$ cat config.mk
export PLATFORM = sky130hd
export DESIGN_NAME = cmp_share_arbiter_flat
export DESIGN_NICKNAME = d
export VERILOG_FILES = /design/src/rtl/cmp_share_arbiter_if.sv /design/src/rtl/cmp_share_arbiter.sv /design/src/flat_wrapper.sv
export SDC_FILE = /design/constraint.sdc
export NUM_CORES = 1
export LEC_CHECK = 0
export ABC_CLOCK_PERIOD_IN_PS = 4610
export CORE_MARGIN = 2
export CORE_UTILIZATION = 25
export CTS_CLUSTER_SIZE = 28
export DETAILED_ROUTE_END_ITERATION = 6
export HOLD_SLACK_MARGIN = 0.15
export SLEW_MARGIN = 20
export SYNTH_ARGS = -nofsm -noshare
export SYNTH_HDL_FRONTEND = slang
export SYNTH_SLANG_ARGS = --single-unit
export TNS_END_PERCENT = 1
$ cat constraint.sdc
create_clock -name clock -period 4.61 [get_ports clock]
set_clock_uncertainty 0.2 [all_clocks]
set_input_delay 0.922 -clock clock [delete_from_list [all_inputs] [get_ports clock]]
set_output_delay 0.922 -clock clock [all_outputs]
set_load 0.02 [all_outputs]
$ cat src/rtl/cmp_share_arbiter_if.sv
// Request/response and comparator-side bundle for cmp_share_arbiter.
// The master side belongs to the requesters and the comparator; the slave side belongs to the arbiter.
interface cmp_share_arbiter_if #(
  parameter int NUM_REQ = 4,
  parameter int WIDTH   = 32
);
  logic [NUM_REQ-1:0]       req;
  logic [NUM_REQ*WIDTH-1:0] a_in;
  logic [NUM_REQ*WIDTH-1:0] b_in;
  logic [NUM_REQ-1:0]       gnt;
  logic [NUM_REQ-1:0]       rsp_valid;
  logic                     rsp_lt;
  logic                     busy;
  logic [WIDTH-1:0]         cmp_a;
  logic [WIDTH-1:0]         cmp_b;
  logic                     cmp_lt;

  modport master (
    output req, a_in, b_in, cmp_lt,
    input  gnt, rsp_valid, rsp_lt, busy, cmp_a, cmp_b
  );

  modport slave (
    input  req, a_in, b_in, cmp_lt,
    output gnt, rsp_valid, rsp_lt, busy, cmp_a, cmp_b
  );
endinterface

$ cat src/rtl/cmp_share_arbiter.sv
// Round-robin sharing of one external combinational less-than comparator (IDLE -> EVAL -> DONE).
// Optional CMP_SHARE_PERF_EN adds perf_ops / perf_wait counters.
module cmp_share_arbiter #(
  parameter int NUM_REQ = 4,
  parameter int WIDTH   = 32
) (
  input  logic                 clock,
  input  logic                 reset,
  cmp_share_arbiter_if.slave   bus
`ifdef CMP_SHARE_PERF_EN
  ,
  output logic [31:0]          perf_ops,
  output logic [31:0]          perf_wait
`endif
);

  localparam int IDX_W = (NUM_REQ > 1) ? $clog2(NUM_REQ) : 1;

  localparam logic [1:0] ST_IDLE = 2'd0;
  localparam logic [1:0] ST_EVAL = 2'd1;
  localparam logic [1:0] ST_DONE = 2'd2;

  localparam logic [NUM_REQ-1:0] ONE_HOT0 = {{(NUM_REQ-1){1'b0}}, 1'b1};

  logic [1:0]         state_q, state_d;
  logic [IDX_W-1:0]   owner_q, owner_d;
  logic [IDX_W-1:0]   ptr_q, ptr_d;
  logic [NUM_REQ-1:0] gnt_q, gnt_d;
  logic [NUM_REQ-1:0] rsp_valid_q, rsp_valid_d;
  logic               rsp_lt_q, rsp_lt_d;
  logic               busy_q, busy_d;
  logic [WIDTH-1:0]   cmp_a_q, cmp_a_d;
  logic [WIDTH-1:0]   cmp_b_q, cmp_b_d;

  logic [WIDTH-1:0]   a_arr_s [NUM_REQ];
  logic [WIDTH-1:0]   b_arr_s [NUM_REQ];
  logic [IDX_W-1:0]   scan_idx_s;
  logic [IDX_W-1:0]   win_idx_s;
  logic               win_found_s;

  for (genvar g = 0; g < NUM_REQ; g++) begin : g_unpack
    assign a_arr_s[g] = bus.a_in[g*WIDTH +: WIDTH];
    assign b_arr_s[g] = bus.b_in[g*WIDTH +: WIDTH];
  end

  // First set request scanning upward from the pointer, wrapping.
  always_comb begin
    scan_idx_s  = '0;
    win_idx_s   = '0;
    win_found_s = 1'b0;
    for (int k = 0; k < NUM_REQ; k++) begin
      scan_idx_s = IDX_W'((int'(ptr_q) + k) % NUM_REQ);
      if (!win_found_s && bus.req[scan_idx_s]) begin
        win_found_s = 1'b1;
        win_idx_s   = scan_idx_s;
      end else begin
        win_found_s = win_found_s;
      end
    end
  end

  // Next-state and next-output logic for the three-phase operation.
  always_comb begin
    state_d     = state_q;
    owner_d     = owner_q;
    ptr_d       = ptr_q;
    gnt_d       = gnt_q;
    rsp_valid_d = '0;
    rsp_lt_d    = rsp_lt_q;
    busy_d      = busy_q;
    cmp_a_d     = cmp_a_q;
    cmp_b_d     = cmp_b_q;
    case (state_q)
      ST_IDLE: begin
        if (win_found_s) begin
          state_d = ST_EVAL;
          owner_d = win_idx_s;
          cmp_a_d = a_arr_s[win_idx_s];
          cmp_b_d = b_arr_s[win_idx_s];
          gnt_d   = ONE_HOT0 << win_idx_s;
          busy_d  = 1'b1;
        end else begin
          state_d = ST_IDLE;
          gnt_d   = '0;
          busy_d  = 1'b0;
        end
      end
      ST_EVAL: begin
        // Operands have been stable on the comparator for a full cycle here.
        state_d     = ST_DONE;
        rsp_lt_d    = bus.cmp_lt;
        rsp_valid_d = ONE_HOT0 << owner_q;
      end
      ST_DONE: begin
        state_d = ST_IDLE;
        ptr_d   = (owner_q == IDX_W'(NUM_REQ - 1)) ? '0 : owner_q + IDX_W'(1);
        gnt_d   = '0;
        busy_d  = 1'b0;
      end
      default: begin
        state_d = ST_IDLE;
        gnt_d   = '0;
        busy_d  = 1'b0;
      end
    endcase
  end

  // Arbiter state and registered outputs.
  always_ff @(posedge clock) begin
    if (reset) begin
      state_q     <= ST_IDLE;
      owner_q     <= '0;
      ptr_q       <= '0;
      gnt_q       <= '0;
      rsp_valid_q <= '0;
      rsp_lt_q    <= 1'b0;
      busy_q      <= 1'b0;
      cmp_a_q     <= '0;
      cmp_b_q     <= '0;
    end else begin
      state_q     <= state_d;
      owner_q     <= owner_d;
      ptr_q       <= ptr_d;
      gnt_q       <= gnt_d;
      rsp_valid_q <= rsp_valid_d;
      rsp_lt_q    <= rsp_lt_d;
      busy_q      <= busy_d;
      cmp_a_q     <= cmp_a_d;
      cmp_b_q     <= cmp_b_d;
    end
  end

  assign bus.gnt       = gnt_q;
  assign bus.rsp_valid = rsp_valid_q;
  assign bus.rsp_lt    = rsp_lt_q;
  assign bus.busy      = busy_q;
  assign bus.cmp_a     = cmp_a_q;
  assign bus.cmp_b     = cmp_b_q;

`ifdef CMP_SHARE_PERF_EN
  logic [31:0]        perf_ops_q, perf_ops_d;
  logic [31:0]        perf_wait_q, perf_wait_d;
  logic [NUM_REQ-1:0] accept_s;
  logic               wait_s;

  // Owner is gnt_q (valid only outside IDLE); the requester being accepted is gnt_d in IDLE.
  always_comb begin
    accept_s    = (state_q == ST_IDLE) ? gnt_d : '0;
    wait_s      = |(bus.req & ~gnt_q & ~accept_s);
    perf_ops_d  = (state_q == ST_DONE) ? perf_ops_q + 32'd1 : perf_ops_q;
    perf_wait_d = wait_s ? perf_wait_q + 32'd1 : perf_wait_q;
  end

  // Free-running wrap-around performance counters.
  always_ff @(posedge clock) begin
    if (reset) begin
      perf_ops_q  <= 32'd0;
      perf_wait_q <= 32'd0;
    end else begin
      perf_ops_q  <= perf_ops_d;
      perf_wait_q <= perf_wait_d;
    end
  end

  assign perf_ops  = perf_ops_q;
  assign perf_wait = perf_wait_q;
`endif

endmodule

$ cat src/flat_wrapper.sv
// flat-port wrapper written by rule: the top's interface ports become plain ports
module cmp_share_arbiter_flat 
#(
  parameter int NUM_REQ = 4,
  parameter int WIDTH   = 32
)
  (clock, reset, bus_req, bus_a_in, bus_b_in, bus_cmp_lt, bus_gnt, bus_rsp_valid, bus_rsp_lt, bus_busy, bus_cmp_a, bus_cmp_b);
  cmp_share_arbiter_if #(.NUM_REQ(NUM_REQ), .WIDTH(WIDTH)) bus_i ();
  input  logic clock;
  input  logic reset;
  input wire logic [$bits(bus_i.req)-1:0] bus_req;
  input wire logic [$bits(bus_i.a_in)-1:0] bus_a_in;
  input wire logic [$bits(bus_i.b_in)-1:0] bus_b_in;
  input wire logic [$bits(bus_i.cmp_lt)-1:0] bus_cmp_lt;
  output wire logic [$bits(bus_i.gnt)-1:0] bus_gnt;
  output wire logic [$bits(bus_i.rsp_valid)-1:0] bus_rsp_valid;
  output wire logic [$bits(bus_i.rsp_lt)-1:0] bus_rsp_lt;
  output wire logic [$bits(bus_i.busy)-1:0] bus_busy;
  output wire logic [$bits(bus_i.cmp_a)-1:0] bus_cmp_a;
  output wire logic [$bits(bus_i.cmp_b)-1:0] bus_cmp_b;
  assign bus_i.req = bus_req;
  assign bus_i.a_in = bus_a_in;
  assign bus_i.b_in = bus_b_in;
  assign bus_i.cmp_lt = bus_cmp_lt;
  assign bus_gnt = bus_i.gnt;
  assign bus_rsp_valid = bus_i.rsp_valid;
  assign bus_rsp_lt = bus_i.rsp_lt;
  assign bus_busy = bus_i.busy;
  assign bus_cmp_a = bus_i.cmp_a;
  assign bus_cmp_b = bus_i.cmp_b;
  cmp_share_arbiter #(.NUM_REQ(NUM_REQ), .WIDTH(WIDTH)) u_core (.clock(clock), .reset(reset), .bus(bus_i));
endmodule
==> results of run 1 <==
[cell usage in the layout (no fill, tap or decap), drive strengths merged, types with 3 or more instances in the layout]
master | synthesis | routed
mux2i | 131 | 131
clkinv | 0 | 3
nand2b | 4 | 4
nor2 | 12 | 12
clkbuf | 13 | 10
inv | 3 | 4
clkdlybuf4s50 | 0 | 336
nand2 | 71 | 71
o221ai | 64 | 64
a21oi | 8 | 8
dfxtp | 80 | 80
nor4 | 3 | 3
buf | 22 | 10
[cell families (layout without fill, tap and decap cells)]
| logic type | Yosys count | count (layout) | synth area share (%) |
|---|---|---|---|
| mux | 131 | 131 | 30.2 |
| flops | 80 | 80 | 36.9 |
| buf+inv | 38 | 365 | 7.62 |
| simple gates | 97 | 97 | 9.93 |
| fa+ha+maj | 1 | 1 | 0.289 |
| compound gates | 78 | 78 | 15.0 |
[final cells by class]
cell class                      count  area (µm²)  area share (%)
Multi-Input combinational cell    307        2410            29.7
Timing Repair Buffer              346        3490            42.9
Tap cell                          225         282            3.46
Sequential cell                    80        1600            19.7
Inverter                            3        11.3           0.139
Clock buffer                       10         239            2.94
Clock inverter                      6        91.3            1.12
[layer usage]
metal  global-route usage [%]  up-vias  wire length (µm)
li1                         -     2259                 -
met1                     18.2     2102              6180
met5                        0        -                 0
met3                     4.90       21              1690
met4                     6.83        0               343
met2                     32.1      232              8480
[metrics by stage]
step                worst slack [ns]  total power, W  utilization (%)  hold slack, ns  area, µm²
finish                          1.28         0.00241             47.5           0.249       8130
global route                    1.06         0.00253             47.5           0.280       8130
CTS                             1.27         0.00245             47.5           0.254       8130
detailed placement             0.901         0.00165             45.6           0.245       7800
global placement                1.01         0.00164             45.6           0.243       7800
floorplan                       2.23         0.00121                -           0.255       4340
[worst max-delay path: stages]
cell and delay [ns]:
clkdlybuf4s50_1 0.55, nand2b_1 0.13, a21oi_1 0.08, a211oi_2 0.43, nand2_2 0.55, buf_4 0.45
o221ai_1 0.24
[power groups by stage]
stage	sequential [W]	combinational [W]	clock (W)
global route	0.000834	0.000854	0.000838
CTS	0.000826	0.000815	0.000811
floorplan	0.000932	0.000275	0
detailed placement	0.000840	0.000813	0
finish	0.000825	0.000803	0.000786
global placement	0.000838	0.000804	0
[worst min path at each step]
| stage | to | cells past startpoint | from | slack, ns |
|---|---|---|---|---|
| 2_1_floorplan | u_core.bus.rsp_valid[2]$_SDFF_PP0_ | 1 | u_core.owner_q[0]$_SDFFE_PP0P_ | 0.25 |
| 3_3_place_gp | u_core.bus.gnt[2]$_SDFFE_PP0N_ | 2 | u_core.bus.gnt[2]$_SDFFE_PP0N_ | 0.24 |
| 3_5_place_dp | u_core.bus.gnt[2]$_SDFFE_PP0N_ | 2 | u_core.bus.gnt[2]$_SDFFE_PP0N_ | 0.24 |
| 4_1_cts | u_core.bus.gnt[2]$_SDFFE_PP0N_ | 2 | u_core.bus.gnt[2]$_SDFFE_PP0N_ | 0.25 |
| 5_1_grt | u_core.bus.gnt[0]$_SDFFE_PP0N_ | 2 | u_core.bus.gnt[0]$_SDFFE_PP0N_ | 0.28 |
| 6_report | u_core.bus.gnt[2]$_SDFFE_PP0N_ | 2 | u_core.bus.gnt[2]$_SDFFE_PP0N_ | 0.25 |
[registers in the layout (all words and copies together) (netlist names)]
register / count
u_core.bus.busy: 1
u_core.bus.cmp_a: 32
u_core.bus.cmp_b: 32
u_core.bus.gnt: 4
u_core.bus.rsp_lt: 1
u_core.bus.rsp_valid: 4
u_core.owner_q: 2
u_core.ptr_q: 2
u_core.state_q: 2
==> impl_metrics.csv, run 1 <==
group,metric,value,unit
floorplan,die_area,18400,µm²
detailed_routing,num_vias,4614,
critical_path,worst_ep_required_time,4.66,ns
finish,nets,1011,
place,dpl.cell_count,961,
yosys,synth_seq_area_share,36.9,%
critical_path,crit_start,"bus_req[1]",
power_and_ir_drop,swShare,28.4,%
power_and_ir_drop,power_frac_clock,32.6,%
yosys,ys_ff_latch,80,
power_and_ir_drop,p_per_area,297,nW/µm²
clocking,post_cts_buffers,0,
yosys,postSynthCellCount,425,
power_and_ir_drop,pwr-share-seq,34.2,%
yosys,yosys.area.top_type,"dfxtp_1",
floorplan,start_util,25.3,%
floorplan,rows,48,
sta,tns,0,ns
yosys,synth_top_area_share,36.9,%
detailed_routing,wire_per_inst,17.1,µm
place,gp_congestion,0.737,
yosys,yosys_most_used_dff,"dfxtp_1",
critical_path,cp.arrival,3.38,ns
critical_path,path_class,"primary input to flip-flop",
global_route,overflow,0,
floorplan,die_w,136,µm
power_and_ir_drop,internal_power,0.00173,W
finish,fin_cells,977,
clocking,cts_buffers,9,
clocking,clk_pin_slew,0.06,ns
power_and_ir_drop,p_comb_share,33.3,%
critical_path,critPathCaptureType,"flip-flop",
sta,rsz0062_at_grt,"false",
finish,drive_gt1_share,4.52,%
yosys,avgSynthCellArea,10.2,µm²
sta,finalHoldViolations,0,
clocking,clock_sinks,80,
yosys,synth_nets,689,
finish,syn_to_final_growth,87.5,%
detailed_routing,routed_wl,16.7,mm
floorplan,die_h,136,µm
critical_path,rr_endpoint,"u_core.bus.cmp_b[27]$_SDFFE_PP0P_",
power_and_ir_drop,p_switching,0.000685,W
power_and_ir_drop,leakagePower,2.94,nW
sta,fin_crit_sh,72.2,%
finish,antennaDiodeCount,0,
global_route,grt_util_all_layers,17.2,%
global_route,grt_start_max_net_pins,45,
finish,fillerInstances,1562,
yosys,synth_cell_type_count,30,
yosys,synth_edf_count,0,
sta,drv_slew,0,
sta,fmax,0.300,GHz
detailed_routing,final_antenna_net_count,0,
critical_path,r2r_cells,6,
global_route,grt_pass1_wl,24.6,mm
floorplan,core,17100,µm²
yosys,synth_commonest_cells,"131 x mux2i_1, 80 x dfxtp_1, 70 x nand2_1, 64 x o221ai_1, 11 x nor2_1",
status,status,"complete, no violations",
power_and_ir_drop,vdd_ir_drop_max,0.000195,V
critical_path,r2r-start,"u_core.ptr_q[0]$_SDFFE_PP0N_",
critical_path,crit_path_max_fanout,33,
detailed_routing,drc,0,
clocking,clk_path_buf_depth,2,
detailed_routing,drt_pre_antenna_iters,6,
hold_path,hp-class,"flip-flop to flip-flop",
clocking,cts_hold_buf,0,
run,drv_cap,0,
detailed_routing,via_per_inst,4.72,
critical_path,critPathLaunchType,"primary input",
critical_path,crit_end,"u_core.bus.cmp_b[27]$_SDFFE_PP0P_",
critical_path,rrSetupSlack,2.07,ns
yosys,yosys_warnings,0,
place,io_buffers,336,
sta,finalSetupViolCount,0,
global_route,antenna_found_initial,0,
floorplan,io_pins,337,
clocking,cts_resized,0,
yosys,ys_top_cells_by_area,"dfxtp_1 37%, mux2i_1 30%, o221ai_1 13%",
yosys,synthMostInstantiatedCell,"mux2i_1",
global_route,first_global_vias,4843,
sta,layout_min_cycle_time,3.33,ns
clocking,clk_latency,0.33,ns
detailed_routing,drt_iter0_markers,86,
clocking,h-tree-depth,3,
yosys,netlist_area,4340,µm²
clocking,clockRootBuffer,"clkbuf_16",
clocking,cts_tree,"done",
sta,relSlewSlack,42.8,%
yosys,async_reset_ff_share,0,%
sta,tightest_slew,0.856,ns
place,place_hpwl,13.1,mm
Note: power is estimated with default switching activity, not from simulation.
==> run 2, diff against run 1 <==
Settings changed: ABC_CLOCK_PERIOD_IN_PS 4610 to 3100.
Clock period 4.61 ns to 3.1 ns, I/O delays scaled along.
==> run 2 against run 1 <==
  * Sequential share of layout area down 0.24 points
  * Cell count increased by 1.1%
  * Via count grew 1.2%
  * Final area increased by 1.2%
  * Non-clock buffer count increased by 11
  * Worst hold slack better by 0.013 ns
  * Combinational power increased by 52%
  * Critical path depth increased by 1
  * Die area is the same
  * Largest cell class unchanged
==> impl_metrics.csv, run 2 (synthesis results as in run 1) <==
group,metric,value,unit
global_route,grt_util_all_layers,18.2,%
critical_path,crit_family,"buffers and inverters",
detailed_routing,drt_pre_antenna_iters,4,
detailed_routing,drc,0,
critical_path,cpMaxStageDelayCell,"clkdlybuf4s50_1",
detailed_routing,drt_iter0_markers,108,
finish,drive_gt1_share,5.90,%
power_and_ir_drop,leakagePower,2.99,nW
finish,nets,1022,
clocking,cts_resized,0,
finish,post-route-cell-area,8230,µm²
critical_path,worst_ep_required_time,3.10,ns
clocking,post_cts_buffers,0,
place,postPlaceCellArea,7920,µm²
finish,final_common_cell,"clkdlybuf4s50_1",
floorplan,die_area,18400,µm²
floorplan,core,17100,µm²
global_route,antenna_found_initial,0,
finish,final_cell_mix,"336 x clkdlybuf4s50_1, 131 x mux2i_1, 80 x dfxtp_1",
sta,layout_min_cycle_time,2.64,ns
clocking,cts_tree,"done",
clocking,cts_buffers,9,
clocking,clk_path_buf_depth,2,
sta,fin_crit_sh,85.1,%
critical_path,critPathCaptureType,"flip-flop",
detailed_routing,final_antenna_net_count,0,
critical_path,critPathMaxStageDelay,0.49,ns
floorplan,start_util,25.3,%
detailed_routing,routed_wl,17.2,mm
run,drv_cap,0,
place,io_buffers,336,
clocking,clk_pin_slew,0.06,ns
place,gp_congestion,0.787,
global_route,grt_start_max_net_pins,47,
detailed_routing,num_vias,4669,
finish,syn_to_final_growth,89.8,%
critical_path,path_class,"primary input to flip-flop",
global_route,overflow,0,
sta,finalSetupViolCount,0,
power_and_ir_drop,vdd_ir_drop_max,0.000253,V
detailed_routing,wire_per_inst,17.4,µm
sta,fmax,0.379,GHz
floorplan,die_w,136,µm
critical_path,cp.arrival,2.64,ns
clocking,h-tree-depth,3,
floorplan,die_h,136,µm
clocking,clock_sinks,80,
sta,tightest_slew,0.585,ns
clocking,clockRootBuffer,"clkbuf_16",
sta,drv_slew,0,
sta,relSlewSlack,60.8,%
finish,antennaDiodeCount,0,
power_and_ir_drop,p_per_area,433,nW/µm²
sta,tns,0,ns
critical_path,critPathLaunchType,"primary input",
critical_path,path_cells,"clkdlybuf4s50_1 -> a21o_1 -> a21oi_1 -> o22a_4 -> buf_12 -> buf_4 -> mux2i_1 -> o221ai_1",
sta,rsz0062_at_grt,"false",
place,place_hpwl,13.6,mm
sta,finalHoldViolations,0,
floorplan,io_pins,337,
global_route,grt_pass1_wl,25.7,mm
floorplan,rows,48,
status,status,"complete, no violations",
detailed_routing,via_per_inst,4.73,
critical_path,crit_buf_inv,3,
clocking,clk_latency,0.34,ns
global_route,first_global_vias,4910,
hold_path,hp-class,"flip-flop to flip-flop",
critical_path,crit_path_max_fanout,22,
clocking,cts_hold_buf,0,
run 2: path summary, 6_finish.rpt:
path | start | to | slack [ns] | depth (start not counted)
worst min-delay path | u_core.bus.cmp_a[13]$_SDFFE_PP0P_ | u_core.bus.cmp_a[13]$_SDFFE_PP0P_ | 0.26 | 2
worst max-delay path | bus_req[0] | u_core.bus.cmp_a[28]$_SDFFE_PP0P_ | 0.46 | 8
worst min register to register | u_core.bus.cmp_a[13]$_SDFFE_PP0P_ | u_core.bus.cmp_a[13]$_SDFFE_PP0P_ | 0.26 | 2
worst max register to register | u_core.ptr_q[1]$_SDFFE_PP0N_ | u_core.bus.cmp_a[28]$_SDFFE_PP0P_ | 0.91 | 7
run 2: where the power goes:
part | leakage, nW | total, W | internal (W) | switching, W
sequential | 0.660 | 0.00123 | 0.00115 | 0.0000726
clock | 0.150 | 0.00112 | 0.000656 | 0.000464
combinational | 2.18 | 0.00122 | 0.000703 | 0.000516
total | 2.99 | 0.00357 | 0.00251 | 0.00105
run 2: final cells by class:
| type | instances | area, µm² |
|---|---|---|
| clock buffers | 10 | 239 |
| clock inverters | 6 | 72.6 |
| fillers | 1589 | 8890 |
| inverters | 3 | 11.3 |
| multi-input cells | 307 | 2410 |
| flip-flops and latches | 80 | 1600 |
| well taps | 225 | 282 |
| repair buffers | 357 | 3610 |
run 2: stage by stage:
stage | util, % | instances | worst slack [ns] | power (W) | hold WS, ns
2_1_floorplan | - | 425 | 1.02 | 0.00179 | 0.255
3_3_place_gp | 46.3 | 972 | 0.173 | 0.00246 | 0.242
5_1_grt | 48.1 | 988 | 0.377 | 0.00375 | 0.283
3_5_place_dp | 46.3 | 972 | 0.101 | 0.00248 | 0.248
4_1_cts | 48.1 | 988 | 0.473 | 0.00362 | 0.267
6_report | 48.1 | 988 | 0.463 | 0.00357 | 0.262
run 2: worst register-to-register path: stages (launching register included):
cell and delay, ns:
dfxtp_1 0.37, a21o_1 0.19, a21oi_1 0.21, o22a_4 0.27
buf_12 0.22, buf_4 0.21, mux2i_1 0.22, o221ai_1 0.16
run 2: per-layer routing:
layer	vias to the layer above	GRT usage, %	wire length [µm]
li1	2278	-	-
met1	2131	19.3	6230
met2	232	32.9	8750
met3	28	5.54	1710
met4	0	8.22	465
met5	-	0	0
